## src/rtl/xmem_regbank.sv

```systemverilog
// xmem_regbank: AVR external-memory slave register bank.
// Decodes the 256-byte window BASE_HI:xx and exposes per-channel motor,
// encoder and servo buses, plus atomic 16-bit encoder reads, staged servo
// commits and a motor-safety watchdog.
// Ports:
//   clk, nRST             clock, async active-low reset
//   a, ad_i, ale          high address byte, AD bus input, address latch enable
//   nRD, nWR              raw active-low read/write strobes
//   ad_o, ad_oe           AD bus read data and output enable
//   aout, ramce           latched low address and SRAM chip enable
//   mot_ctl, mot_vel      per-motor control and velocity (velocity masked on trip)
//   enc_cnt               per-encoder 16-bit counts
//   srv_pos, srv_en       per-servo committed position and enable
//   digital               digital inputs
//   wdog_trip             watchdog tripped
module xmem_regbank #(
    parameter logic [7:0]  BASE_HI   = 8'h11,
    parameter int unsigned NUM_MOTOR = 6,
    parameter int unsigned NUM_ENC   = 4,
    parameter int unsigned NUM_SERVO = 6,
    parameter int unsigned WDOG_W    = 24,
    parameter logic [7:0]  VER_MAJ   = 8'd1,
    parameter logic [7:0]  VER_MIN   = 8'd0
) (
    input  logic                     clk,
    input  logic                     nRST,
    input  logic [7:0]               a,
    input  logic [7:0]               ad_i,
    output logic [7:0]               ad_o,
    output logic                     ad_oe,
    input  logic                     ale,
    input  logic                     nRD,
    input  logic                     nWR,
    output logic [7:0]               aout,
    output logic                     ramce,
    output logic [2*NUM_MOTOR-1:0]   mot_ctl,
    output logic [8*NUM_MOTOR-1:0]   mot_vel,
    input  logic [16*NUM_ENC-1:0]    enc_cnt,
    output logic [10*NUM_SERVO-1:0]  srv_pos,
    output logic [NUM_SERVO-1:0]     srv_en,
    input  logic [7:0]               digital,
    output logic                     wdog_trip
);

    localparam logic [WDOG_W-1:0] WDOG_MAX = '1;

    typedef enum logic [1:0] {IDLE, RD, WR} state_e;

    logic [15:0]       addr_q;
    logic              nrd_s1_q, nrd_s2_q, nrd_s3_q;
    logic              nwr_s1_q, nwr_s2_q, nwr_s3_q;
    state_e            state_q;
    logic [7:0]        ad_o_q;
    logic [7:0]        wdata_q;
    logic [1:0]        ctl_q    [NUM_MOTOR];
    logic [7:0]        vel_q    [NUM_MOTOR];
    logic [7:0]        shadow_q [NUM_ENC];
    logic [7:0]        stage_q  [NUM_SERVO];
    logic [9:0]        pos_q    [NUM_SERVO];
    logic              en_q     [NUM_SERVO];
    logic [WDOG_W-1:0] wdog_cnt_q;
    logic              wdog_trip_q;

    logic       hit_c;
    logic [7:0] off_c;
    logic [4:0] idx_c;
    logic       nrd_fall_c, nrd_rise_c, nwr_fall_c, nwr_rise_c;
    logic       wr_start_c, rd_start_c, commit_c;
    logic [7:0] rdata_c;

    assign hit_c      = (addr_q[15:8] == BASE_HI);
    assign off_c      = addr_q[7:0];
    assign idx_c      = off_c[5:1];
    assign nrd_fall_c = nrd_s3_q & ~nrd_s2_q;
    assign nrd_rise_c = ~nrd_s3_q & nrd_s2_q;
    assign nwr_fall_c = nwr_s3_q & ~nwr_s2_q;
    assign nwr_rise_c = ~nwr_s3_q & nwr_s2_q;
    assign wr_start_c = (state_q == IDLE) && nwr_fall_c && hit_c;
    // A read is ignored whenever the write strobe is (or just went) low.
    assign rd_start_c = (state_q == IDLE) && nrd_fall_c && hit_c && nwr_s2_q && !wr_start_c;
    assign commit_c   = (state_q == WR) && nwr_rise_c && hit_c;

    assign aout      = addr_q[7:0];
    assign ramce     = ~addr_q[15];
    assign ad_o      = ad_o_q;
    assign ad_oe     = hit_c && !nRD && (state_q != WR);
    assign wdog_trip = wdog_trip_q;

    // Address latch and strobe synchronisers (third stage for edge detect).
    always_ff @(posedge clk or negedge nRST) begin
        if (!nRST) begin
            addr_q   <= '0;
            nrd_s1_q <= 1'b1;
            nrd_s2_q <= 1'b1;
            nrd_s3_q <= 1'b1;
            nwr_s1_q <= 1'b1;
            nwr_s2_q <= 1'b1;
            nwr_s3_q <= 1'b1;
        end else begin
            if (ale) begin
                addr_q <= {a, ad_i};
            end
            nrd_s1_q <= nRD;
            nrd_s2_q <= nrd_s1_q;
            nrd_s3_q <= nrd_s2_q;
            nwr_s1_q <= nWR;
            nwr_s2_q <= nwr_s1_q;
            nwr_s3_q <= nwr_s2_q;
        end
    end

    // Read data mux over the register window.
    always_comb begin
        rdata_c = 8'h00;
        case (off_c[7:6])
            2'b00: begin
                for (int k = 0; k < int'(NUM_MOTOR); k++) begin
                    if (idx_c == 5'(k)) begin
                        rdata_c = off_c[0] ? vel_q[k] : {6'b0, ctl_q[k]};
                    end
                end
            end
            2'b01: begin
                for (int k = 0; k < int'(NUM_ENC); k++) begin
                    if (idx_c == 5'(k)) begin
                        rdata_c = off_c[0] ? shadow_q[k] : enc_cnt[16*k +: 8];
                    end
                end
            end
            2'b10: begin
                for (int k = 0; k < int'(NUM_SERVO); k++) begin
                    if (idx_c == 5'(k)) begin
                        rdata_c = off_c[0] ? {en_q[k], 5'b0, pos_q[k][9:8]} : stage_q[k];
                    end
                end
            end
            default: begin
                case (off_c)
                    8'hC0:   rdata_c = digital;
                    8'hC1:   rdata_c = {7'b0, wdog_trip_q};
                    8'hFE:   rdata_c = VER_MAJ;
                    8'hFF:   rdata_c = VER_MIN;
                    default: rdata_c = 8'h00;
                endcase
            end
        endcase
    end

    // Bus access FSM with registered read data and write capture.
    always_ff @(posedge clk or negedge nRST) begin
        if (!nRST) begin
            state_q <= IDLE;
            ad_o_q  <= '0;
            wdata_q <= '0;
        end else begin
            case (state_q)
                IDLE: begin
                    if (wr_start_c) begin
                        state_q <= WR;
                    end else if (rd_start_c) begin
                        state_q <= RD;
                        ad_o_q  <= rdata_c;
                    end
                end
                RD: begin
                    if (nrd_rise_c) begin
                        state_q <= IDLE;
                    end
                end
                WR: begin
                    wdata_q <= ad_i;
                    if (nwr_rise_c) begin
                        state_q <= IDLE;
                    end
                end
                default: state_q <= IDLE;
            endcase
        end
    end

    // Channel registers, encoder shadows and watchdog.
    always_ff @(posedge clk or negedge nRST) begin
        if (!nRST) begin
            for (int k = 0; k < int'(NUM_MOTOR); k++) begin
                ctl_q[k] <= '0;
                vel_q[k] <= '0;
            end
            for (int k = 0; k < int'(NUM_ENC); k++) begin
                shadow_q[k] <= '0;
            end
            for (int k = 0; k < int'(NUM_SERVO); k++) begin
                stage_q[k] <= '0;
                pos_q[k]   <= '0;
                en_q[k]    <= 1'b0;
            end
            wdog_cnt_q  <= '0;
            wdog_trip_q <= 1'b0;
        end else begin
            // Low-byte encoder read freezes the high byte for the paired read.
            if (rd_start_c && (off_c[7:6] == 2'b01) && !off_c[0]) begin
                for (int k = 0; k < int'(NUM_ENC); k++) begin
                    if (idx_c == 5'(k)) begin
                        shadow_q[k] <= enc_cnt[16*k+8 +: 8];
                    end
                end
            end

            if (commit_c) begin
                if (off_c[7:6] == 2'b00) begin
                    for (int k = 0; k < int'(NUM_MOTOR); k++) begin
                        if (idx_c == 5'(k)) begin
                            if (off_c[0]) vel_q[k] <= wdata_q;
                            else          ctl_q[k] <= wdata_q[1:0];
                        end
                    end
                end
                if (off_c[7:6] == 2'b10) begin
                    for (int k = 0; k < int'(NUM_SERVO); k++) begin
                        if (idx_c == 5'(k)) begin
                            if (off_c[0]) begin
                                pos_q[k] <= {wdata_q[1:0], stage_q[k]};
                                en_q[k]  <= wdata_q[7];
                            end else begin
                                stage_q[k] <= wdata_q;
                            end
                        end
                    end
                end
            end

            // Any committed window write feeds the watchdog; it saturates once tripped.
            if (commit_c) begin
                wdog_cnt_q  <= '0;
                wdog_trip_q <= 1'b0;
            end else if (wdog_cnt_q != WDOG_MAX) begin
                wdog_cnt_q <= wdog_cnt_q + WDOG_W'(1);
                if (wdog_cnt_q == WDOG_MAX - WDOG_W'(1)) begin
                    wdog_trip_q <= 1'b1;
                end
            end
        end
    end

    // Flatten per-channel registers; velocities read as zero while tripped.
    always_comb begin
        mot_ctl = '0;
        mot_vel = '0;
        srv_pos = '0;
        srv_en  = '0;
        for (int k = 0; k < int'(NUM_MOTOR); k++) begin
            mot_ctl[2*k +: 2] = ctl_q[k];
            mot_vel[8*k +: 8] = wdog_trip_q ? 8'h00 : vel_q[k];
        end
        for (int k = 0; k < int'(NUM_SERVO); k++) begin
            srv_pos[10*k +: 10] = pos_q[k];
            srv_en[k]           = en_q[k];
        end
    end

endmodule

```

## config.mk

```make
export PLATFORM = sky130hd
export DESIGN_NAME = xmem_regbank
export DESIGN_NICKNAME = d
export VERILOG_FILES = /design/src/rtl/xmem_regbank.sv
export SDC_FILE = /design/constraint.sdc
export NUM_CORES = 1
export LEC_CHECK = 0
export CORE_ASPECT_RATIO = 1.2
export CORE_UTILIZATION = 53
export CTS_CLUSTER_SIZE = 28
export DETAILED_ROUTE_END_ITERATION = 7
export PLACE_DENSITY = 0.86
export SYNTH_ARGS = -nofsm -noshare
export SYNTH_HDL_FRONTEND = slang
export SYNTH_SLANG_ARGS = --single-unit
```

## constraint.sdc

```tcl
create_clock -name clk -period 2.5 [get_ports clk]
set_input_delay 0.5 -clock clk [delete_from_list [all_inputs] [get_ports clk]]
set_output_delay 0.5 -clock clk [all_outputs]
set_load 0.02 [all_outputs]
```

==> reports/metrics.cfg, run 1 <==
[outcome]
status=complete, no violations

[logic_synthesis]
synth-seq-area-share_pct=52.7
synthArstFlopShare_pct=100
ys_types=67
yosysTopAreaCell=dfrtp_1
syn_avg_cell_area_um2=13.1
netlist_top_cells_area=dfrtp_1, mux2_1, mux2_2
ys_ff_latch=271
mappedNetlistArea_um2=12900
synth_edf_count=0
ys_warn_count=0
synth_cells=981
synth.top_cell.area_share_pct=51.5
ys.flop_type=dfrtp_1
syn_nets=1076

[die]
die_h_um=173
start_util_pct=53.9
core_um2=23900
ios=238
die_area_um2=24900
core.rowCount=62
fp.dieW_um=144

[routing]
drc_errors=0
drt_pass1_iterations=5
final_antenna_net_count=0
num_vias=9414
wl_per_cell_um=23.9
drt_wl_total_mm=37.5
drtIter0Drc=642
via_per_inst=6.00

[sta]
setup_violations=0
relSlewSlack_pct=25.8
grt_setup_unrepaired=false
finalCritPeriodShare_pct=98.3
skew_ps=13.1
max_freq_mhz=407
worstMarginPinSlew_ps=1110
hold_violations=0
drv_slew=0
period_needed_ps=2460

[worst_setup_path]
ff2ff_path_depth=5
worstSetupEndpointType=output port
path_buf_inv=1
crit_path_start_kind=register
cp.arrival_ps=1960
crit_fanout=10
crit_path_cell_trace=clkdlybuf4s50_1
r2r_slack_ps=90
cp_num_cells=1
crit_type=reg -> out
r2r_start=addr_q[5]$_DFFE_PN0P_
critPathMaxStageDelay_ps=790
cpMaxStageDelayCell=clkdlybuf4s50_1
crit_family=buffers and inverters
required_ps=2000
rr_endpoint=ad_o[2]$_DFFE_PN0P_

[clocking]
clkTransAtPathRegs_ps=60
cts-buffers-inserted=28
cts_tree=built
cts_buffer_depth=3
cts_max_level=1
cts.sinks=271
clk_latency_ps=540
cts-root-buf=clkbuf_16

[final_layout]
drive_gt1_share_pct=22.4
final_cell_mix=dfrtp_1, clkdlybuf4s50_1, mux2_1
layout_commonest_cell=dfrtp_1
nNetsFinal=1322
syn_to_final_growth_pct=31.2
fin_area_um2=16900
fin_util_pct=70.8

[power_and_ir_drop]
p_per_area_nw_per_um2=598
internal_power_w=0.00769
p_sw_w=0.00243
pwr-share-comb_pct=8.6
ir_worst_vdd_mv=0.578
p_seq_share_pct=47.2
p_sw_share_pct=24.0
p_leak_nw=8.33
clkPwrFrac_pct=44.3

[job]
drv_cap=0

[worst_hold_path]
hold_depth=0
hold_class=reg -> reg
holdPathEnd=nrd_s2_q$_DFF_PN1_
min_from=nrd_s1_q$_DFF_PN1_

[global_routing]
antenna_found_initial=2
grt-ovfl-total=0
grt_usage_pct=30.9
grt_pass1_vias=9931
grt_max_degree=72
grt_pass1_wl_mm=57.6

[place]
io_buffers=237
dp_hpwl_mm=27.0
place_area_um2=15800
routabilityCongestion=1.01

-- worst reg2reg max path, cell delays in order (launching register included) --
cell and delay (ps):
dfrtp_1 540, or4b_1 720, nor2_1 430, a22oi_1 260, and3_1 200, a31oi_1 170
-- cell families after synthesis --
family                   after synthesis  share of synthesized area (%)
AND/OR/NAND/NOR                      242                           11.3
buffers and inverters                 79                           3.10
XOR/XNOR                              11                          0.748
adder cells (fa/ha/maj)                2                          0.194
flip-flops                           271                           52.7
multiplexers                         281                           26.9
AO/OA/AOI/OAI                         95                           5.06
-- worst max-delay path by stage --
stage	startpoint	end	slack, ps
after floorplan	addr_q[2]$_DFFE_PN0P_	srv_pos[50]$_DFFE_PN0P_	360
after global placement	nRD	ad_oe	200
after detailed placement	addr_q[9]$_DFFE_PN0P_	shadow_q[24]$_DFFE_PN0P_	50
after CTS	addr_q[13]$_DFFE_PN0P_	ad_oe	-30
after global routing	addr_q[0]$_DFFE_PN0P_	aout[0]	10
final	addr_q[6]$_DFFE_PN0P_	aout[6]	40
-- synth_stat cells (all sizes together), types with 8 or more instances --
master and instances:
o221ai 9, buf 49, o21ai 12, nand2b 10, a21oi 20, dfrtp 265
nor3 11, a22oi 8, mux2i 21, nand4 10, mux4 29, inv 8
clkbuf 22, nor2b 55, xnor2 8, a31oi 13, nor2 58, nand3 15
mux2 231, nand2 36
-- stage by stage --
stage          std cells  setup TNS, ps  setup slack, ps  total power, W  hold WS, ps
2_1_floorplan        981              0              360         0.00515          204
3_3_place_gp        1514              0              196         0.00566          350
3_5_place_dp        1514              0             53.4         0.00569          348
4_1_cts             1566          -30.2            -30.2          0.0101          359
5_1_grt             1569              0             12.6          0.0104          363
6_report            1569              0             42.2          0.0101          357
-- layer usage --
metal | share of wire, % | track usage (%) | wire length (um)
met3 | 8.7 | 7.39 | 3250
met1 | 38 | 38.2 | 14100
met2 | 50 | 51.8 | 18600
met5 | 0.037 | 0 | 14
met4 | 4.1 | 12.5 | 1520
-- area by class of cell --
class,count,area (um2)
Clock inverter,10,150
Timing Repair Buffer,287,2960
Clock buffer,41,851
Fill cell,1658,6980
Tap cell,320,400
Multi-Input combinational cell,631,5730
Sequential cell,271,6790
Inverter,8,30.0
Antenna cell,1,2.50
-- power by group through the flow --
| stage | Clock (W) | Combinational, W | Sequential [W] |
|---|---|---|---|
| finish | 0.00448 | 0.000869 | 0.00477 |
| detailed placement | 0 | 0.000853 | 0.00484 |
| CTS | 0.00452 | 0.000862 | 0.00476 |
| global route | 0.00469 | 0.000919 | 0.00478 |
| floorplan | 0 | 0.000494 | 0.00465 |
| global placement | 0 | 0.000838 | 0.00483 |
-- timing repair --
action	CTS	global route
hold endpoints to repair	61	0
hold buffers	1	0
pin swaps	0	1
resized for setup	11	46
endpoints found under the setup margin	48	54
buffers inserted	0	2
-- state kept, by name (all words and copies together), names as in the netlist, 12 cells and up --
name	flops
srv_pos	60
mot_ctl	12
stage_q	48
shadow_q	32
wdog_cnt_q	24
vel_q	48
addr_q	16
Note: power is estimated with default switching activity, not from simulation.
==> run 2: changes to the inputs <==
Settings changed: GPL_TIMING_DRIVEN set to 1.
==> results of run 2 <==
Same layout as run 1: the final DEF is identical, and so are final timing and power.
==> run 3: changes to the inputs <==
Settings changed: CORE_UTILIZATION 53 to 55, DONT_BUFFER_PORTS set to 1, PLACE_DENSITY 0.86 to 0.75.
==> reports/metrics.cfg, run 3 (synthesis gave the netlist of run 1 again) <==
[sta]
setup_violations=0
drv_slew=0
fin_hold_ws_ps=-341
grt_setup_unrepaired=false
hold_violations=266
max_freq_mhz=414
skew_ps=19.9
relSlewSlack_pct=27.8
finalCritPeriodShare_pct=96.6
period_needed_ps=2420
worstMarginPinSlew_ps=1080
setup_tns_ps=0

[routing]
drt_wl_total_mm=35.1
drt_pass1_iterations=5
num_vias=8459
drt-met1-wl_mm=13.6
wl_met2_mm=17.0
top_layer=met4
drc_errors=0
via_per_inst=6.37
final_antenna_net_count=0
wl_per_cell_um=26.4
drtIter0Drc=733
wl_met3_mm=3.21

[outcome]
violations=negative hold slack
status=finished with violations

[final_layout]
layout_commonest_cell=dfrtp_1
nNetsFinal=1087
syn_to_final_growth_pct=11.2
final_cells=1328
antenna_cells=0
multi_input_area_um2=5730
fill_cells=1820
final_cell_mix=dfrtp_1, mux2_1, mux2_2
drive_gt1_share_pct=27.7
largest_reg_flops=60
regArea_um2=6800

[worst_setup_path]
crit_type=reg -> out
worstSetupEndpointType=output port
required_ps=2000
crit_fanout=4
crit_path_start_kind=register
cp.arrival_ps=1920

[global_routing]
grt-ovfl-total=0
grt_usage_pct=29.5
grt_pass1_wl_mm=52.5
grt_max_degree=272
grt_pass1_vias=8619
antenna_found_initial=0

[die]
fp.dieW_um=142
core_um2=23000
die_area_um2=24100
die_h_um=170
start_util_pct=55.9
ios=238
core.rowCount=61

[place]
io_buffers=0
dp.cells=1276
routabilityCongestion=0.951
dp_hpwl_mm=25.0

[clocking]
post-cts-setup-buffer-count=0
cts_tree=built
cts.sinks=271
clkTransAtPathRegs_ps=60
cts_max_level=1
cts-root-buf=clkbuf_16
clk_latency_ps=540
cts-hold-fix-buffers=2
cts_buffer_depth=3
cts-buffers-inserted=27

[power_and_ir_drop]
ir_worst_vdd_mv=0.570
p_leak_nw=6.60
p_per_area_nw_per_um2=672

[job]
drv_cap=0

[worst_hold_path]
hold_class=in -> async

-- run 3: critical path, cell delays in order, from the launching register on --
cell and delay (ps):
dfrtp_1 410, nor4b_4 400, nand2_1 160, nor3_1 240
buf_4 180
-- run 3: what timing repair did --
action                                 CTS  global route
pin swaps                                0             1
gates resized for setup                  2             1
endpoints found under the hold margin  273           271
setup endpoints to repair               11            11
-- run 3: report_power, final --
| group | switching (W) | total (W) | internal (W) | leakage [nW] |
|---|---|---|---|---|
| clock network | 0.00172 | 0.00427 | 0.00255 | 0.463 |
| registers | 0.000306 | 0.00480 | 0.00450 | 3.60 |
| logic | 0.000270 | 0.000544 | 0.000274 | 2.54 |
-- run 3: stage by stage --
| stage | utilization (%) | instance area [um2] | worst slack (ps) | hold WS [ps] | power, W |
|---|---|---|---|---|---|
| CTS | 62.1 | 14300 | 67.9 | -350 | 0.00965 |
| detailed placement | 57.9 | 13400 | -42.9 | 217 | 0.00540 |
| finish | 62.2 | 14300 | 83.9 | -341 | 0.00962 |
| global route | 62.2 | 14300 | 3.61 | -356 | 0.00988 |
| global placement | 57.9 | 13400 | -45.7 | 219 | 0.00539 |
| floorplan | - | 12900 | 360 | 204 | 0.00515 |
-- run 3: area by class of cell --
type | count | area share (%)
Inverter | 8 | 0.210
Clock buffer | 36 | 5.30
Timing Repair Buffer | 53 | 2.99
Sequential cell | 271 | 47.4
Tap cell | 315 | 2.75
Multi-Input combinational cell | 631 | 40.0
Clock inverter | 14 | 1.28
-- run 3: worst paths after layout --
kind                                             start                          to  slack, ps  cells after the start
worst max-delay path            addr_q[13]$_DFFE_PN0P_                       ad_oe         80                      4
worst min-delay path                              nRST  wdog_cnt_q[18]$_DFFE_PN0P_       -340                      0
worst max register to register   addr_q[2]$_DFFE_PN0P_         ad_o[3]$_DFFE_PN0P_        110                      5
worst min register to register      nwr_s1_q$_DFF_PN1_          nwr_s2_q$_DFF_PN1_        360                      0
max in group asynchronous                         nRST      mot_ctl[6]$_DFFE_PN0P_       2260                      0
min in group clk                           enc_cnt[29]    shadow_q[21]$_DFFE_PN0P_         90                      1
-- run 3: metal layers --
layer,track usage [%],vias to the layer above
li1,-,3601
met1,37.1,4364
met2,49.2,413
met3,7.31,81
met4,11.0,0
met5,0,-
